===== src/rtl/stopwatch_pkg.sv =====
// Shared definitions for the stopwatch control slice: FSM state codes,
// BCD limit digits and the same-cycle button priority resolver.
package stopwatch_pkg;

   typedef enum logic [1:0] {
      ST_IDLE    = 2'd0,
      ST_RUNNING = 2'd1,
      ST_PAUSED  = 2'd2,
      ST_DONE    = 2'd3
   } state_e;

   typedef enum logic [2:0] {
      CMD_NONE  = 3'd0,
      CMD_CLR   = 3'd1,
      CMD_STOP  = 3'd2,
      CMD_START = 3'd3,
      CMD_LAP   = 3'd4
   } cmd_e;

   // Upper count limit 9:59.9 as BCD digits {min, sec_msd, sec_lsd, tenths}
   localparam logic [3:0]  LIM_MIN     = 4'd9;
   localparam logic [3:0]  LIM_SEC_MSD = 4'd5;
   localparam logic [3:0]  LIM_SEC_LSD = 4'd9;
   localparam logic [3:0]  LIM_TENTHS  = 4'd9;
   localparam logic [15:0] LIM_UP_BCD  = {LIM_MIN, LIM_SEC_MSD, LIM_SEC_LSD, LIM_TENTHS};

   // Only one command survives a cycle: clr > stop > start > lap
   function automatic cmd_e resolve_cmd(input logic clr, input logic stop,
                                        input logic start, input logic lap);
      if (clr)        return CMD_CLR;
      else if (stop)  return CMD_STOP;
      else if (start) return CMD_START;
      else if (lap)   return CMD_LAP;
      else            return CMD_NONE;
   endfunction

endpackage


===== src/rtl/btn_sync_edge.sv =====
// Button conditioner: multi-flop synchronizer followed by a rising-edge
// detector, giving a single one-clk press pulse per button press.
module btn_sync_edge #(
   parameter int SYNC_STAGES = 2
) (
   input  logic clk,
   input  logic rst,
   input  logic btn_i,
   output logic press_o
);

   logic [SYNC_STAGES-1:0] sync_q;
   logic                   prev_q;

   always_ff @(posedge clk or posedge rst) begin
      if (rst) begin
         sync_q <= '0;
         prev_q <= 1'b0;
      end else begin
         sync_q <= {sync_q[SYNC_STAGES-2:0], btn_i};
         prev_q <= sync_q[SYNC_STAGES-1];
      end
   end

   assign press_o = sync_q[SYNC_STAGES-1] & ~prev_q;

endmodule


===== src/rtl/stopwatch_ctrl.sv =====
// Stopwatch control: button conditioning, run/pause/done FSM, direction latch
// and a first-word-fall-through lap buffer with sticky overflow.
module stopwatch_ctrl
   import stopwatch_pkg::*;
#(
   parameter int LAP_DEPTH   = 4,
   parameter int SYNC_STAGES = 2
) (
   input  logic                        clk,
   input  logic                        rst,
   input  logic                        btn_start,
   input  logic                        btn_stop,
   input  logic                        btn_lap,
   input  logic                        btn_clr,
   input  logic                        dir_sw,
   input  logic                        tick_1ms,
   input  logic                        at_limit,
   input  logic [15:0]                 cur_time,
   input  logic                        lap_rd,
   output logic                        run,
   output logic                        dir,
   output logic                        clr_out,
   output logic                        done,
   output logic [1:0]                  state,
   output logic [15:0]                 lap_rdata,
   output logic [$clog2(LAP_DEPTH):0]  lap_count,
   output logic                        lap_empty,
   output logic                        lap_full,
   output logic                        lap_ovf
);

   localparam int AW = $clog2(LAP_DEPTH);

   logic   start_p, stop_p, lap_p, clr_p;
   cmd_e   cmd;
   state_e state_q, state_d;
   logic   dir_q, clr_out_q;
   logic   push_req, push_ok, pop_ok;

   btn_sync_edge #(.SYNC_STAGES(SYNC_STAGES)) u_sync_start (
      .clk(clk), .rst(rst), .btn_i(btn_start), .press_o(start_p));
   btn_sync_edge #(.SYNC_STAGES(SYNC_STAGES)) u_sync_stop (
      .clk(clk), .rst(rst), .btn_i(btn_stop), .press_o(stop_p));
   btn_sync_edge #(.SYNC_STAGES(SYNC_STAGES)) u_sync_lap (
      .clk(clk), .rst(rst), .btn_i(btn_lap), .press_o(lap_p));
   btn_sync_edge #(.SYNC_STAGES(SYNC_STAGES)) u_sync_clr (
      .clk(clk), .rst(rst), .btn_i(btn_clr), .press_o(clr_p));

   assign cmd = resolve_cmd(clr_p, stop_p, start_p, lap_p);

   always_comb begin
      state_d  = state_q;
      push_req = 1'b0;
      case (state_q)
         ST_IDLE: begin
            if (cmd == CMD_START) state_d = ST_RUNNING;
         end
         ST_RUNNING: begin
            // Reaching the limit beats any non-clear press in the same cycle
            if (tick_1ms && at_limit) state_d = ST_DONE;
            else if (cmd == CMD_STOP) state_d = ST_PAUSED;
            else if (cmd == CMD_LAP)  push_req = 1'b1;
         end
         ST_PAUSED: begin
            if (cmd == CMD_START) state_d = ST_RUNNING;
         end
         ST_DONE: begin
            state_d = ST_DONE;
         end
         default: state_d = ST_IDLE;
      endcase
      if (cmd == CMD_CLR) begin
         state_d  = ST_IDLE;
         push_req = 1'b0;
      end
   end

   always_ff @(posedge clk or posedge rst) begin
      if (rst) begin
         state_q   <= ST_IDLE;
         clr_out_q <= 1'b0;
         dir_q     <= 1'b1;
      end else begin
         state_q   <= state_d;
         clr_out_q <= (cmd == CMD_CLR);
         if (state_q == ST_IDLE) dir_q <= dir_sw;
      end
   end

   assign run     = (state_q == ST_RUNNING);
   assign done    = (state_q == ST_DONE);
   assign state   = state_q;
   assign dir     = dir_q;
   assign clr_out = clr_out_q;

   logic [15:0]   mem_q [LAP_DEPTH];
   logic [15:0]   hold_q;
   logic [AW-1:0] wr_ptr_q, rd_ptr_q;
   logic [AW:0]   cnt_q;
   logic          ovf_q;

   assign lap_empty = (cnt_q == '0);
   assign lap_full  = (cnt_q == (AW+1)'(LAP_DEPTH));
   assign pop_ok    = lap_rd & ~lap_empty;
   // A full buffer still accepts a push when a pop frees a slot that cycle
   assign push_ok   = push_req & (~lap_full | pop_ok);

   always_ff @(posedge clk or posedge rst) begin
      if (rst) begin
         wr_ptr_q <= '0;
         rd_ptr_q <= '0;
         cnt_q    <= '0;
         ovf_q    <= 1'b0;
      end else if (cmd == CMD_CLR) begin
         wr_ptr_q <= '0;
         rd_ptr_q <= '0;
         cnt_q    <= '0;
         ovf_q    <= 1'b0;
      end else begin
         if (push_ok) wr_ptr_q <= wr_ptr_q + 1'b1;
         if (pop_ok)  rd_ptr_q <= rd_ptr_q + 1'b1;
         case ({push_ok, pop_ok})
            2'b10:   cnt_q <= cnt_q + 1'b1;
            2'b01:   cnt_q <= cnt_q - 1'b1;
            default: cnt_q <= cnt_q;
         endcase
         if (push_req && lap_full && !pop_ok) ovf_q <= 1'b1;
      end
   end

   // Storage carries no reset; hold_q keeps the last head so an empty read is stable
   always_ff @(posedge clk) begin
      if (push_ok)    mem_q[wr_ptr_q] <= cur_time;
      if (!lap_empty) hold_q          <= mem_q[rd_ptr_q];
   end

   assign lap_rdata = lap_empty ? hold_q : mem_q[rd_ptr_q];
   assign lap_count = cnt_q;
   assign lap_ovf   = ovf_q;

endmodule


===== config.mk =====
export PLATFORM = sky130hd
export DESIGN_NAME = stopwatch_ctrl
export DESIGN_NICKNAME = d
export VERILOG_FILES = /design/src/rtl/stopwatch_pkg.sv /design/src/rtl/btn_sync_edge.sv /design/src/rtl/stopwatch_ctrl.sv
export SDC_FILE = /design/constraint.sdc
export NUM_CORES = 1
export LEC_CHECK = 0
export CAP_MARGIN = 20
export CORE_AREA = 4 4 99 101
export CTS_CLUSTER_SIZE = 25
export DETAILED_ROUTE_END_ITERATION = 8
export DIE_AREA = 0 0 103 105
export GPL_TIMING_DRIVEN = 1
export PLACE_DENSITY = 0.69
export SLEW_MARGIN = 0
export SYNTH_ARGS = -nofsm -noshare
export SYNTH_HDL_FRONTEND = slang
export SYNTH_SLANG_ARGS = --single-unit

===== constraint.sdc =====
create_clock -name clk -period 2.1 [get_ports clk]
set_input_delay 0.21 -clock clk [delete_from_list [all_inputs] [get_ports clk]]
set_output_delay 0.21 -clock clk [all_outputs]
set_load 0.005 [all_outputs]

==> flow_summary.yaml, run 1 <==
drt:
  drt-pass1-iter-count: 4
  drt_iter0_markers: 78
  vias: 2110
  wl_mm: 6.89
  wl_per_cell_um: 16.3
  viasPerCell: 4.99
  ant_nets: 0
  drc_errors: 0
finish:
  areaGrowthSynthToFinish_pct: 33.4
  layout-drive-gt1-share_pct: 35.3
  final_cells: 423
  fin_nets: 338
  utilization_pct: 57.9
  diodes: 0
  final_area_um2: 5220
  n_fill_cell: 689
sta:
  fin_setup_tns_ns: -0.884
  hold_viol_final: 0
  finClkSkew_ns: 0.0170
  max_freq_mhz: 461
  finalCritPeriodShare_pct: 103
  setup_violations: 15
  worstMarginPinSlew_ns: 0.433
  relSlewSlack_pct: 70.7
  rsz0062_at_grt: "true"
  slew_violations: 0
  finalWorstSetupSlack_ns: -0.0691
  final.min_clock_period_ns: 2.17
synth:
  synthTopCellsByArea: "edfxtp_1 49%, dfrtp_1 15%, mux4_2 9.2%"
  synth.net_count: 248
  synth_warnings: 0
  ys_async_sr_fraction_pct: 23.1
  synthDistinctLibCells: 41
  ys_seq_area_share_pct: 72.7
  synth_cells: 217
  synth-seq-cells: 104
  netlist.area_leader.share_pct: 49.1
  synth.most_common_cell: "edfxtp_1"
  synth_area_per_cell_um2: 18.0
  synth_edf_count: 64
  synth-main-ff-cell: "edfxtp_1"
  synth_largest_area_cell: "edfxtp_1"
  synthesis.area_um2: 3910
  synthTopCellsByCount: "64 x edfxtp_1, 23 x dfrtp_1, 17 x mux2_2, 16 x dfxtp_1, 16 x mux4_2"
critical_path:
  cpPeakStageDelay_ns: 0.49
  slowest_stage: "mux4_2"
  critical_path.max_fanout: 6
  crit_type: "reg2out"
  cp_data_required_time_ns: 1.89
  crit_chain: "buf_12 > buf_4 > mux4_2 > mux2_4 > buf_6"
  crit_path_start_kind: "flip-flop"
  worstSetupEndpointType: "primary output"
  cp.arrival_ns: 1.96
floorplanning:
  die-area_um2: 10800
  die_w_um: 103
  placementRows: 35
  io_pins: 54
  coreArea_um2: 9020
  start_util_pct: 43.4
  die_h_um: 105
global_routing:
  grt_overflow: 0
  grt_use_total_pct: 13.9
  grt_pass1_wl_mm: 11.4
  antenna_found_initial: 0
  grt_pass1_vias: 2302
  grt_max_degree: 20
placed_design:
  placed_cell_area_um2: 4780
  routabilityCongestion: 0.788
  io_buffers: 53
  place_ws_ns: -0.141
  dp_cells: 394
  dpl.hpwl_mm: 4.48
clock_network:
  clk_latency_ns: 0.36
  clock_sinks: 104
  cts_max_level: 3
  cts_buffers: 9
  cts_buffer_depth: 2
  root_buffer: "clkbuf_8"
  clkTransAtPathRegs_ns: 0.09
  cts_tree: "done"
min_path:
  hold_class: "in2async"
status:
  violations: "setup timing"
  status: "finished, violations left"
power:
  power_density_nw_per_um2: 1290
  peakVddDrop_v: 0.000581
  p_leak_nw: 1.96
job:
  maxCapViolations: 0
[logic make-up after synthesis]
family                     share of synthesized area (%)
and+or+nand+nor                                     6.39
adders and majority gates                           1.79
buffers and inverters                               1.73
muxes                                               14.4
xor gates and xnor gates                           0.671
AOI/OAI and AO/OA                                   2.40
DFF                                                 72.7
[cell usage in the layout (no fill, tap or decap), types with 2 or more instances in the layout]
| cell type | count |
|---|---|
| a31oi_1 | 2 |
| nor2b_1 | 2 |
| nand2b_1 | 3 |
| xnor2_1 | 2 |
| buf_6 | 21 |
| clkbuf_8 | 10 |
| and3_1 | 2 |
| nor3_1 | 3 |
| and2_1 | 7 |
| nand3b_1 | 2 |
| a21oi_1 | 3 |
| buf_4 | 21 |
| edfxtp_1 | 64 |
| o211ai_1 | 2 |
| ha_1 | 4 |
| nand3_1 | 3 |
| clkdlybuf4s50_1 | 36 |
| mux2_4 | 16 |
| nor2_1 | 9 |
| dfrtp_2 | 4 |
| inv_6 | 4 |
| buf_12 | 7 |
| nand2_1 | 7 |
| inv_1 | 5 |
| o21ai_1 | 2 |
| dfrtp_1 | 19 |
| dfxtp_1 | 16 |
| mux4_2 | 16 |
[worst paths after layout]
kind / start / end / slack [ns] / depth (start not counted)
worst max-delay path: rd_ptr_q[0] / lap_rdata[9] / -0.07 / 5
worst min-delay path: rst / rd_ptr_q[0] / 0.11 / 2
worst max register to register: lap_count[0] / mem_q[3][3] / 0.10 / 6
worst min register to register: u_sync_clr.sync_q[0] / u_sync_clr.sync_q[1] / 0.36 / 0
max in group asynchronous: rst / dir / 1.38 / 3
min in group clk: btn_lap / u_sync_lap.sync_q[0] / 0.28 / 1
[per-stage QoR]
| step | hold WS [ns] | total power, mW |
|---|---|---|
| floorplan | 0.224 | 3.78 |
| global placement | 0.334 | 4.90 |
| detailed placement | 0.338 | 4.97 |
| CTS | 0.0996 | 6.84 |
| global route | 0.134 | 7.15 |
| finish | 0.109 | 6.75 |
[critical path: cells and delay by family, from the launching register on]
kind,cells,cell delay (ns)
muxes,2,0.78
buffers and inverters,3,0.37
DFF,1,0.46
[registers in the layout (all words and copies together) (netlist names)]
| register | cells |
|---|---|
| rd_ptr_q | 2 |
| dir | 1 |
| u_sync_start.prev_q | 1 |
| u_sync_clr.prev_q | 1 |
| lap_ovf | 1 |
| u_sync_stop.prev_q | 1 |
| wr_ptr_q | 2 |
| state | 2 |
| u_sync_stop.sync_q | 2 |
| mem_q | 64 |
| hold_q | 16 |
| clr_out | 1 |
| u_sync_lap.prev_q | 1 |
| u_sync_lap.sync_q | 2 |
| u_sync_clr.sync_q | 2 |
| u_sync_start.sync_q | 2 |
| lap_count | 3 |
[power by group]
part           internal, mW  switching [mW]
combinational          1.85           0.993
clock                 0.610           0.693
sequential             2.45           0.153
total                  4.91            1.84
[area by class of cell]
cell class / instances / area [µm²] / area share (%)
clock buffer: 10 / 138 / 2.64
clock inverter: 6 / 76.3 / 1.46
inverter: 5 / 18.8 / 0.359
multi-input combinational: 99 / 1060 / 20.4
sequential: 104 / 2850 / 54.6
tap: 111 / 139 / 2.66
timing repair buffer: 88 / 936 / 17.9
[per-layer routing]
layer	global-route usage, %	part of all wire (%)
met3	4.54	5.3
met5	0	0
met4	4.26	1.6
met2	23.5	52
met1	16.8	41
[timing repair]
item / in CTS / in global routing
cloned: 1 / 0
setup buffers: 12 / 0
gates resized for setup: 104 / 2
setup endpoints to repair: 16 / 17
hold endpoints to repair: 0 / 0
pin swaps: 1 / 1
hold buffers: 0 / 0
(Power assumes the default switching activity.)
==> run 2, diff against run 1 <==
- SLEW_MARGIN: 0 -> default
==> results of run 2 <==
No change in the layout: final DEF, timing and power equal those of run 1.
